[src/rtl/lsu_pkg.sv]
// Shared types, widths and byte-mask constants for the LSU memory master.
// Size encoding, FSM states and request payload live here so the top and the extender agree.
package lsu_pkg;

   localparam int unsigned ADDR_W  = 32;
   localparam int unsigned DATA_W  = 32;
   localparam int unsigned MEM_AW  = 11;
   localparam int unsigned BMASK_W = 4;

   typedef enum logic [1:0] {
      SIZE_BYTE = 2'b00,
      SIZE_HALF = 2'b01,
      SIZE_WORD = 2'b10,
      SIZE_ILL  = 2'b11
   } size_e;

   typedef enum logic [1:0] {
      S_IDLE   = 2'b00,
      S_ACCESS = 2'b01,
      S_SPLIT  = 2'b10,
      S_RESP   = 2'b11
   } state_e;

   localparam logic [BMASK_W-1:0] BMASK_BYTE = 4'b0001;
   localparam logic [BMASK_W-1:0] BMASK_HALF = 4'b0011;
   localparam logic [BMASK_W-1:0] BMASK_WORD = 4'b1111;

   // Request fields held for the duration of one transaction.
   typedef struct packed {
      logic [MEM_AW-1:0] addr;
      size_e             size;
      logic              wren;
      logic              uns;
      logic [DATA_W-1:0] wdata;
   } req_t;

   function automatic logic [BMASK_W-1:0] size_bmask(input size_e size);
      case (size)
         SIZE_HALF: return BMASK_HALF;
         SIZE_WORD: return BMASK_WORD;
         default:   return BMASK_BYTE;
      endcase
   endfunction

   // Expand a byte mask into a per-bit data mask.
   function automatic logic [DATA_W-1:0] bmask_bits(input logic [BMASK_W-1:0] mask);
      logic [DATA_W-1:0] bits;
      bits = '0;
      for (int i = 0; i < int'(BMASK_W); i++) begin
         bits[8*i +: 8] = {8{mask[i]}};
      end
      return bits;
   endfunction

   function automatic logic misaligned(input size_e size, input logic [1:0] lsb);
      return ((size == SIZE_HALF) && lsb[0]) || ((size == SIZE_WORD) && (lsb != 2'b00));
   endfunction

endpackage

[src/rtl/lsu_load_ext.sv]
// Combinational load-data extension: byte/half sign- or zero-extended, word passed through.
module lsu_load_ext
   import lsu_pkg::*;
(
   input  logic [DATA_W-1:0] raw,
   input  size_e             size,
   input  logic              uns,
   output logic [DATA_W-1:0] data_c
);

   always_comb begin
      data_c = raw;
      case (size)
         SIZE_BYTE: data_c = {{(DATA_W-8){~uns & raw[7]}}, raw[7:0]};
         SIZE_HALF: data_c = {{(DATA_W-16){~uns & raw[15]}}, raw[15:0]};
         default:   data_c = raw;
      endcase
   end

endmodule

[src/rtl/lsu_mem_master.sv]
// Load/store unit master onto a 2 KiB byte-addressed memory with one-cycle combinational read.
// Define LSU_MISALIGN_SPLIT_EN to break misaligned half/word accesses into byte accesses.
module lsu_mem_master
   import lsu_pkg::*;
(
   input  logic               i_clk,
   input  logic               i_rst_n,
   input  logic               i_req_valid,
   output logic               o_req_ready,
   input  logic [ADDR_W-1:0]  i_req_addr,
   input  logic               i_req_wren,
   input  logic [1:0]         i_req_size,
   input  logic               i_req_unsigned,
   input  logic [DATA_W-1:0]  i_req_wdata,
   output logic               o_rsp_valid,
   input  logic               i_rsp_ready,
   output logic [DATA_W-1:0]  o_rsp_rdata,
   output logic               o_rsp_err,
   output logic [MEM_AW-1:0]  o_mem_addr,
   output logic [DATA_W-1:0]  o_mem_wdata,
   output logic [BMASK_W-1:0] o_mem_bmask,
   output logic               o_mem_wren,
   input  logic [DATA_W-1:0]  i_mem_rdata
);

`ifdef LSU_MISALIGN_SPLIT_EN
   localparam bit SPLIT_EN = 1'b1;
`else
   localparam bit SPLIT_EN = 1'b0;
`endif

   state_e             state, state_n;
   req_t               req, req_n;
   logic               split, split_n;
   logic [1:0]         cnt, cnt_n;
   logic [DATA_W-1:0]  raw, raw_n;

   logic               ready_n, rsp_valid_n, rsp_err_n, mem_wren_n;
   logic [DATA_W-1:0]  rsp_rdata_n, mem_wdata_n;
   logic [MEM_AW-1:0]  mem_addr_n;
   logic [BMASK_W-1:0] mem_bmask_n;

   size_e              in_size;
   logic               in_mis, in_illegal;
   logic [1:0]         cnt_nxt, cnt_last;
   logic [DATA_W-1:0]  assembled, ext_in, ext_data;

   // Incoming request classification.
   always_comb begin
      in_size    = size_e'(i_req_size);
      in_mis     = misaligned(in_size, i_req_addr[1:0]);
      in_illegal = (in_size == SIZE_ILL) || (i_req_addr[ADDR_W-1:MEM_AW] != '0) ||
                   (in_mis && !SPLIT_EN);
   end

   // Split bookkeeping: byte k of a misaligned load lands in bits [8k+7:8k].
   always_comb begin
      cnt_nxt   = 2'(cnt + 2'd1);
      cnt_last  = (req.size == SIZE_WORD) ? 2'd3 : 2'd1;
      assembled = raw;
      assembled[{cnt, 3'b000} +: 8] = i_mem_rdata[7:0];
      ext_in    = split ? assembled : i_mem_rdata;
   end

   lsu_load_ext u_load_ext (
      .raw    (ext_in),
      .size   (req.size),
      .uns    (req.uns),
      .data_c (ext_data)
   );

   // Next-state and next-output logic; memory strobes default to idle every cycle.
   always_comb begin
      state_n     = state;
      req_n       = req;
      split_n     = split;
      cnt_n       = cnt;
      raw_n       = raw;
      ready_n     = 1'b0;
      rsp_valid_n = o_rsp_valid;
      rsp_rdata_n = o_rsp_rdata;
      rsp_err_n   = o_rsp_err;
      mem_addr_n  = '0;
      mem_wdata_n = '0;
      mem_bmask_n = '0;
      mem_wren_n  = 1'b0;

      case (state)
         S_IDLE: begin
            ready_n = 1'b1;
            if (i_req_valid && o_req_ready) begin
               ready_n = 1'b0;
               req_n   = '{addr:  i_req_addr[MEM_AW-1:0],
                           size:  in_size,
                           wren:  i_req_wren,
                           uns:   i_req_unsigned,
                           wdata: i_req_wdata};
               split_n = in_mis;
               cnt_n   = '0;
               raw_n   = '0;
               if (in_illegal) begin
                  state_n     = S_RESP;
                  rsp_valid_n = 1'b1;
                  rsp_err_n   = 1'b1;
                  rsp_rdata_n = '0;
               end else begin
                  state_n    = S_ACCESS;
                  mem_addr_n = i_req_addr[MEM_AW-1:0];
                  mem_wren_n = i_req_wren;
                  if (in_mis) begin
                     mem_bmask_n = BMASK_BYTE;
                     mem_wdata_n = DATA_W'(i_req_wdata[7:0]);
                  end else begin
                     mem_bmask_n = size_bmask(in_size);
                     mem_wdata_n = i_req_wdata & bmask_bits(size_bmask(in_size));
                  end
               end
            end
         end

         // ACCESS issues the single aligned access or split byte 0; SPLIT issues bytes 1..N-1.
         S_ACCESS, S_SPLIT: begin
            if (!split || (cnt == cnt_last)) begin
               state_n     = S_RESP;
               rsp_valid_n = 1'b1;
               rsp_err_n   = 1'b0;
               rsp_rdata_n = req.wren ? '0 : ext_data;
               raw_n       = assembled;
            end else begin
               state_n     = S_SPLIT;
               raw_n       = assembled;
               cnt_n       = cnt_nxt;
               mem_addr_n  = MEM_AW'(req.addr + MEM_AW'(cnt_nxt));
               mem_bmask_n = BMASK_BYTE;
               mem_wren_n  = req.wren;
               mem_wdata_n = DATA_W'(req.wdata[{cnt_nxt, 3'b000} +: 8]);
            end
         end

         S_RESP: begin
            if (i_rsp_ready) begin
               state_n     = S_IDLE;
               rsp_valid_n = 1'b0;
               rsp_err_n   = 1'b0;
               rsp_rdata_n = '0;
               ready_n     = 1'b1;
            end
         end

         default: state_n = S_IDLE;
      endcase
   end

   // All state and outputs registered; reset abandons any transaction in flight.
   always_ff @(posedge i_clk or negedge i_rst_n) begin
      if (!i_rst_n) begin
         state       <= S_IDLE;
         req         <= '0;
         split       <= 1'b0;
         cnt         <= '0;
         raw         <= '0;
         o_req_ready <= 1'b0;
         o_rsp_valid <= 1'b0;
         o_rsp_rdata <= '0;
         o_rsp_err   <= 1'b0;
         o_mem_addr  <= '0;
         o_mem_wdata <= '0;
         o_mem_bmask <= '0;
         o_mem_wren  <= 1'b0;
      end else begin
         state       <= state_n;
         req         <= req_n;
         split       <= split_n;
         cnt         <= cnt_n;
         raw         <= raw_n;
         o_req_ready <= ready_n;
         o_rsp_valid <= rsp_valid_n;
         o_rsp_rdata <= rsp_rdata_n;
         o_rsp_err   <= rsp_err_n;
         o_mem_addr  <= mem_addr_n;
         o_mem_wdata <= mem_wdata_n;
         o_mem_bmask <= mem_bmask_n;
         o_mem_wren  <= mem_wren_n;
      end
   end

endmodule

[config.mk]
export PLATFORM = sky130hd
export DESIGN_NAME = lsu_mem_master
export DESIGN_NICKNAME = d
export VERILOG_FILES = /design/src/rtl/lsu_pkg.sv /design/src/rtl/lsu_load_ext.sv /design/src/rtl/lsu_mem_master.sv
export SDC_FILE = /design/constraint.sdc
export NUM_CORES = 1
export LEC_CHECK = 0
export BUFFER_PORTS_ARGS = -buffer_cell sky130_fd_sc_hd__buf_2
export CAP_MARGIN = 0
export CORE_AREA = 3 3 130 132
export CTS_BUF_LIST = sky130_fd_sc_hd__clkbuf_4 sky130_fd_sc_hd__clkbuf_8 sky130_fd_sc_hd__clkbuf_16
export CTS_CLUSTER_SIZE = 10
export DETAILED_ROUTE_END_ITERATION = 8
export DIE_AREA = 0 0 133 135
export GPL_ROUTABILITY_DRIVEN = 0
export PLACE_DENSITY = 0.71
export SLEW_MARGIN = 20
export SYNTH_ARGS = -nofsm -noshare
export SYNTH_HDL_FRONTEND = slang
export SYNTH_SLANG_ARGS = --single-unit
[constraint.sdc]
create_clock -name i_clk -period 3.6 [get_ports i_clk]
set_input_delay 0.54 -clock i_clk [delete_from_list [all_inputs] [get_ports i_clk]]
set_output_delay 0.54 -clock i_clk [all_outputs]
set_load 0.01 [all_outputs]
==> results of run 1 <==
## report_power, final
part | leakage (nW) | internal [mW] | switching, mW
Sequential | 2.21 | 2.42 | 0.367
Combinational | 2.22 | 1.21 | 1.66
Clock | 0.279 | 0.992 | 0.728
Total | 4.71 | 4.62 | 2.76
## layout make-up
class,count,area (µm²),area share
flip-flops and latches,166,4150,0.437
multi-input cells,488,3420,0.360
inverters,10,37.5,0.00395
well taps,216,270,0.0284
clock inverters,12,105,0.0111
repair buffers,200,1050,0.111
clock buffers,20,460,0.0485
## path summary, 6_finish.rpt
kind / to / slack (ps) / depth (start not counted)
worst min register to register: o_rsp_rdata[7] / 470 / 2
max in group asynchronous: req[28] / 2540 / 2
worst max register to register: o_rsp_rdata[30] / 960 / 7
worst min-delay path: o_rsp_rdata[5] / 140 / 1
min in group i_clk: o_mem_addr[10] / 350 / 2
worst max-delay path: o_rsp_rdata[30] / 960 / 7
## kinds of logic after synthesis
group | count (synthesis) | synth area share
AOI/OAI and AO/OA | 219 | 0.177
muxes | 56 | 0.0914
and+or+nand+nor | 189 | 0.129
adders and majority gates | 15 | 0.0248
buffers and inverters | 66 | 0.0396
xor gates and xnor gates | 9 | 0.0100
DFF | 166 | 0.528
## worst register-to-register path: stages, from the launching register on
cell,delay (ps)
dfrtp_1,450
inv_1,110
ha_1,430
and4b_1,410
nand3_1,190
a311oi_4,690
nor2_1,150
o21ai_2,150
## routing by layer
| metal | part of all wire | up-vias |
|---|---|---|
| met5 | 0.0013 | - |
| met4 | 0.015 | 4 |
| met3 | 0.075 | 26 |
| met2 | 0.47 | 212 |
| met1 | 0.44 | 2962 |
| li1 | - | 2893 |
## through the flow
| stage | worst slack (ps) | cells |
|---|---|---|
| after floorplan | 625 | 720 |
| final | 955 | 1112 |
| after detailed placement | 876 | 1080 |
| after global routing | 665 | 1112 |
| after CTS | 949 | 1112 |
| after global placement | 939 | 1080 |
## registers in the layout, summed over array words and instances (netlist names)
| name | count |
|---|---|
| cnt | 2 |
| o_mem_addr | 11 |
| o_mem_bmask | 3 |
| o_mem_wdata | 32 |
| o_mem_wren | 1 |
| o_req_ready | 1 |
| o_rsp_err | 1 |
| o_rsp_rdata | 32 |
| o_rsp_valid | 1 |
| raw | 32 |
| req | 47 |
| split | 1 |
| state | 2 |
## cells in the final DEF, fill, tap and decap left out, drive strengths merged, types with 4 or more instances in the layout
cell type    n
nor3b        8
ha          14
clkbuf      20
clkinv       9
a22o        36
a21oi       75
nor2b       27
nand3        4
and3        16
nor2        33
buf        200
mux4         8
mux2        47
xnor2        7
a22oi        7
nand4        5
o21ai       80
nor4         5
o31ai        8
dfrtp      166
inv         10
nand2       74
==> qor.tcl, run 1 <==
set qor(worst_clock_skew_ps) 5.92
set qor(dr_total_vias) 6097
set qor(critical_path_type) {reg -> reg}
set qor(worst_ir_drop_vdd_mv) 0.397
set qor(worst_hold_margin_ps) 141
set qor(critical_path.max_fanout) 16
set qor(finish.utilization) 0.600
set qor(globalRoute.busiestLayer) {met2}
set qor(cp.arrival_ps) 3000
set qor(synth_fp_nets) 839
set qor(finalSetupViolations) 0
set qor(design_area_um2) 9500
set qor(global_route_wire_length_before_repair_um) 31900
set qor(timing.critical_path.from_type) {flip-flop}
set qor(synthArstFlopShare) 1.00
set qor(syn-instance-count) 720
set qor(wirelength_um) 19300
set qor(die_area_um2) 18000
set qor(fin_total_pwr_mw) 7.38
set qor(num_io_pins) 187
set qor(antenna-diode-count) 0
set qor(synth.most_common_cell) {dfrtp_1}
set qor(final.period_utilization) 0.735
set qor(max_slew_violation_total_from_the_final_report) 0
set qor(cp-end-kind) {flip-flop}
set qor(synth_warnings) 0
set qor(floorplan.initialDensity) 0.497
set qor(worstHoldPathType) {in -> async}
set qor(crit_required_ps) 3950
set qor(max-slew-margin-rel) 0.520
set qor(globalRouteOverflowTotal) 0
set qor(grt.total_usage) 0.225
set qor(cellPowerDensity_nw_per_um2) 777
set qor(wl_per_cell_um) 17.4
set qor(netlist.top_cell.by_area) {dfrtp_1}
set qor(areaGrowthSynthToFinish_pct) 20.8
set qor(synth.top_cells.by_area) {dfrtp_1 53%, mux2_2 6.7%, a21oi_1 4.8%}
set qor(drc_violations_left) 0
set qor(outcome) {complete, no violations}
set qor(place_area_um2) 8940
set qor(grt_setup_unrepaired) {false}
set qor(critical_path.max_stage_delay_ps) 690
set qor(fmax_mhz) 378
set qor(post_synth_instance_area_um2) 7870
set qor(yosysSeqAreaShare) 0.528
set qor(core_area_um2) 15800
set qor(path_cells) {inv_1 -> ha_1 -> and4b_1 -> nand3_1 -> a311oi_4 -> nor2_1 -> o21ai_2}
set qor(antenna_found_initial) 2
set qor(drt_pre_antenna_iters) 5
set qor(synth_cell_type_count) 53
set qor(gr-usage-met1) 0.295
set qor(maximum_number_of_pins_on_one_net_before_global_route_repair) 72
set qor(dieHeight_um) 135
set qor(clock_latency_ps) 420
set qor(ctsHoldBuffers) 0
set qor(cts-root-to-sink-buffers) 2
set qor(fillCellCount) 1347
set qor(cts_tree) {done}
set qor(tightestPinTransition_ps) 720
set qor(portBuffers) 186
set qor(clockRootBuffer) {clkbuf_16}
set qor(finalWorstPathRequiredPeriod_ps) 2640
set qor(layout.nets) 1002
set qor(drtIter0Drc) 378
set qor(global_route.usage.met3) 0.0693
set qor(ys_ff_latch) 166
set qor(cp-startpoint) {cnt[1]}
set qor(global_route.usage.met2) 0.360
set qor(number_of_enable_type_register_cells_in_the_synthesized_netlist) 0
set qor(synth_ff_type) {dfrtp_1}
set qor(critical-path-slowest-cell) {a311oi_4}
set qor(critPathBufInv) 1
set qor(avgSynthCellArea_um2) 10.9
set qor(crit_family) {compound AO/OA/AOI/OAI gates}
set qor(p_leak_nw) 4.71
set qor(clock_sinks) 166
set qor(layout-drive-gt1-share) 0.355
set qor(htree_num_levels) 4
set qor(tritoncts.num_buffers) 17
set qor(dieWidth_um) 133
set qor(core.rowCount) 46
set qor(route.detailed.vias_per_inst) 5.48
set qor(grt_pass1_vias) 6056
set qor(cts_resized) 0
set qor(synth_largest_type_area_fraction) 0.528
set qor(detailed_place_hpwl_um) 13600
set qor(post_cts_buffers) 0
set qor(path_clk_slew_ps) 60
set qor(hold_viol) 0
set qor(synth_top_cells_by_count) {166 x dfrtp_1, 75 x a21oi_1, 74 x nand2_1, 70 x o21ai_0, 47 x mux2_2}
set qor(regToRegStartpoint) {cnt[1]}
set qor(setup-tns-final_ps) 0
set qor(max-cap-violations) 0
set qor(detail-route-antenna-nets) 0
No activity file was read; power rests on OpenSTA's default activity.
==> run 2, diff against run 1 <==
Settings changed: ABC_AREA set to 1, CORE_AREA 3 3 130 132 to 3 3 132 134, DIE_AREA 0 0 133 135 to 0 0 135 137, PLACE_DENSITY 0.71 to 0.72.
Clock period 3.6 ns to 2.29 ns, I/O delays scaled along.
==> qor.tcl, run 2 <==
set qor(areaGrowthSynthToFinish_pct) 22.6
set qor(clock_sinks) 166 ;# unchanged
set qor(hold_viol) 0 ;# unchanged
set qor(dieWidth_um) 135 ;# +1.5%
set qor(critPathMostFrequentCell) {nand3_1}
set qor(critPathBufInv) 1 ;# unchanged
set qor(maximum_number_of_pins_on_one_net_before_global_route_repair) 75 ;# +4.2%
set qor(htree_num_levels) 4 ;# unchanged
set qor(most_common_library_cell_in_the_layout_ignoring_fill_and_taps) {nand2_1}
set qor(p_leak_nw) 5.30 ;# +12%
set qor(die_area_um2) 18500 ;# +3.0%
set qor(worst_hold_margin_ps) 152 ;# +11.5 ps
set qor(dr_total_vias) 6913 ;# +13%
set qor(fin_total_pwr_mw) 11.8 ;# +59%
set qor(crit_required_ps) 2600 ;# -1350 ps
set qor(max-cap-violations) 0 ;# unchanged
set qor(dieHeight_um) 137 ;# +1.5%
set qor(synth_largest_type_area_fraction) 0.524 ;# -0.00433
set qor(final_cell_mix) {243 x nand2_1, 185 x buf_2, 166 x dfrtp_1}
set qor(wl_per_cell_um) 14.7 ;# -15%
set qor(detail-route-antenna-nets) 0 ;# unchanged
set qor(antenna-diode-count) 0 ;# unchanged
set qor(grt_pass1_vias) 6709 ;# +11%
set qor(finalSetupViolations) 0 ;# unchanged
set qor(avgSynthCellArea_um2) 8.27 ;# -24%
set qor(yosysSeqAreaShare) 0.524 ;# -0.00433
set qor(worstHoldPathType) {in -> reg}
set qor(drc_violations_left) 0 ;# unchanged
set qor(fmax_mhz) 478 ;# +26%
set qor(synth_top_cells_by_count) {243 x nand2_1, 166 x dfrtp_1, 126 x o21ai_0, 116 x inv_1, 99 x nand3_1}
set qor(critical-path-slowest-cell) {ha_2}
set qor(synth_fp_nets) 1078 ;# +28%
set qor(cp.arrival_ps) 2400 ;# -600 ps
set qor(layout-drive-gt1-share) 0.249 ;# -0.106
set qor(clock_latency_ps) 420 ;# about the same
set qor(tightestPinTransition_ps) 1020 ;# +302 ps
set qor(final.period_utilization) 0.914 ;# +0.179
set qor(num_io_pins) 187 ;# unchanged
set qor(post-place-cells) 1344 ;# +24%
set qor(registers.top_by_ff_count) {req}
set qor(globalRouteOverflowTotal) 0 ;# unchanged
set qor(cts-root-to-sink-buffers) 2 ;# unchanged
set qor(global_route_wire_length_before_repair_um) 33200 ;# +4.2%
set qor(wirelength_um) 20200 ;# +4.7%
set qor(multi_input_area_um2) 3060 ;# -10%
set qor(timing.critical_path.from_type) {flip-flop}
set qor(worst-r2r-setup-slack_ps) 200 ;# -760 ps
set qor(cellPowerDensity_nw_per_um2) 1210 ;# +56%
set qor(floorplan.initialDensity) 0.483 ;# -0.0136
set qor(grt.total_usage) 0.225 ;# about the same
set qor(antenna_found_initial) 1 ;# -1
set qor(detailed_place_hpwl_um) 14500 ;# +6.7%
set qor(syn-instance-count) 959 ;# +33%
set qor(tritoncts.num_buffers) 17 ;# unchanged
set qor(max-slew-margin-rel) 0.318 ;# -0.202
set qor(portBuffers) 186 ;# unchanged
set qor(drtIter0Drc) 556 ;# +47%
set qor(stdcell_count) 1377 ;# +24%
set qor(post_synth_instance_area_um2) 7930 ;# +0.83%
set qor(path_cells) {inv_2 -> ha_2 -> fa_1 -> nand4_1 -> or2_2 -> nor2_2 -> nand3_1 -> nand3_1 -> nand2_1}
set qor(number_of_flip_flops_in_the_largest_register) 47 ;# unchanged
set qor(number_of_enable_type_register_cells_in_the_synthesized_netlist) 0 ;# unchanged
set qor(synth_ff_type) {dfrtp_1}
set qor(clockRootBuffer) {clkbuf_16}
set qor(path_clk_slew_ps) 60 ;# about the same
set qor(outcome) {complete, no violations}
set qor(regToRegStartpoint) {cnt[1]}
set qor(synth.top_cells.by_area) {dfrtp_1 52%, nand2_1 11%, o21ai_0 7.9%}
set qor(core.rowCount) 47 ;# +2.2%
set qor(grt_setup_unrepaired) {false}
set qor(reg2reg_to) {o_mem_addr[10]}
set qor(netlist.top_cell.by_area) {dfrtp_1}
set qor(worst_clock_skew_ps) 8.83 ;# +2.92 ps
set qor(synth.most_common_cell) {nand2_1}
set qor(layout.nets) 1263 ;# +26%
set qor(critical_path_type) {reg -> reg}
set qor(synth_warnings) 0 ;# unchanged
set qor(ys_ff_latch) 166 ;# unchanged
set qor(cts_tree) {done}
set qor(drt_pre_antenna_iters) 6 ;# +1
set qor(crit_family) {simple AND/OR/NAND/NOR gates}
set qor(core_area_um2) 16400 ;# +3.7%
set qor(ff_latch_area_um2) 4150 ;# unchanged
set qor(cp_num_cells) 9 ;# +2
set qor(synth_cell_type_count) 38 ;# -28%
set qor(critical_path.max_stage_delay_ps) 410 ;# -280 ps
set qor(fillCellCount) 1487 ;# +10%
set qor(synthArstFlopShare) 1.00 ;# unchanged
set qor(finalWorstPathRequiredPeriod_ps) 2090 ;# -553 ps
set qor(worst-r2r-cell-count) 9 ;# +2
set qor(critPathCapture) {o_mem_addr[10]}
set qor(worst_ir_drop_vdd_mv) 0.752 ;# +89%
set qor(post_cts_buffers) 0 ;# unchanged
set qor(max_slew_violation_total_from_the_final_report) 0 ;# unchanged
set qor(critical_path.max_fanout) 6 ;# -10
set qor(cp-end-kind) {flip-flop}
set qor(cp-startpoint) {cnt[1]}
set qor(route.detailed.vias_per_inst) 5.02 ;# -8.4%
set qor(setup-tns-final_ps) 0 ;# unchanged
-- run 2: cell types whose count changed in the layout (fill, tap and decap cells not counted), moves of 12 or more --
cell	previous run	this run
and3_1	16	0
nor2_2	1	14
o22ai_1	1	19
o21ai_0	70	125
mux2_2	47	0
nand3_1	3	99
a22o_1	36	0
inv_1	10	116
nand2_1	74	243
buf_4	13	25
a21oi_1	75	19
nor2b_1	27	0
-- run 2: worst register-to-register path, stage by stage (launching register included) --
cell and delay [ps]:
dfrtp_1 400, inv_2 80, ha_2 410, fa_1 260, nand4_1 140, or2_2 320
nor2_2 150, nand3_1 90, nand3_1 90, nand2_1 50
-- run 2: power breakdown --
group | switching, mW | internal (mW) | leakage [nW]
Combinational | 3.25 | 1.60 | 2.78
Clock | 1.16 | 1.63 | 0.294
Sequential | 0.407 | 3.70 | 2.22
-- run 2: logic make-up (layout without fill, tap and decap cells) --
| group | after synthesis | count (layout) | share of synthesized area |
|---|---|---|---|
| flip-flops | 166 | 166 | 0.524 |
| buffers and inverters | 174 | 372 | 0.0910 |
| AND/OR/NAND/NOR | 416 | 416 | 0.231 |
| adder cells (fa/ha/maj) | 15 | 15 | 0.0246 |
| XOR/XNOR | 1 | 1 | 0.00110 |
| AO/OA/AOI/OAI | 187 | 187 | 0.129 |
-- run 2: repair_timing --
action / CTS / global route
endpoints found under the hold margin: 45 / 0
setup endpoints to repair: 0 / 3
hold buffers: 1 / 0
gates resized for setup: 0 / 1
-- run 2: cell type report --
type / count / share of cell area
Clock buffer: 22 / 0.0502
Clock inverter: 10 / 0.00965
Inverter: 126 / 0.0486
Multi-Input combinational cell: 619 / 0.315
Sequential cell: 166 / 0.427
Tap cell: 220 / 0.0283
Timing Repair Buffer: 214 / 0.121
-- run 2: per-layer routing --
layer	vias up	GRT usage	routed length (µm)
met4	2	0.0594	298
met1	3212	0.301	9120
met3	22	0.0643	1450
met2	235	0.363	9360
met5	-	0	13
li1	3442	-	-
-- run 2: how the worst min path moves through the flow --
stage                          from              end  depth (start not counted)
floorplan                   i_rst_n           cnt[0]                          0
global placement            i_rst_n   o_rsp_rdata[8]                          1
detailed placement          i_rst_n   o_rsp_rdata[9]                          1
CTS                 i_req_wdata[21]  o_mem_wdata[21]                          3
global route         i_req_unsigned          req[32]                          3
finish              i_req_wdata[11]  o_mem_wdata[11]                          3
-- run 2: per-stage QoR --
stage               setup slack [ps]  area (µm²)  utilization
floorplan                       15.2        7940            -
finish                           198        9720        0.593
detailed placement               173        9130        0.556
CTS                              160        9720        0.592
global placement                 232        9130        0.556
global route                    12.0        9720        0.593
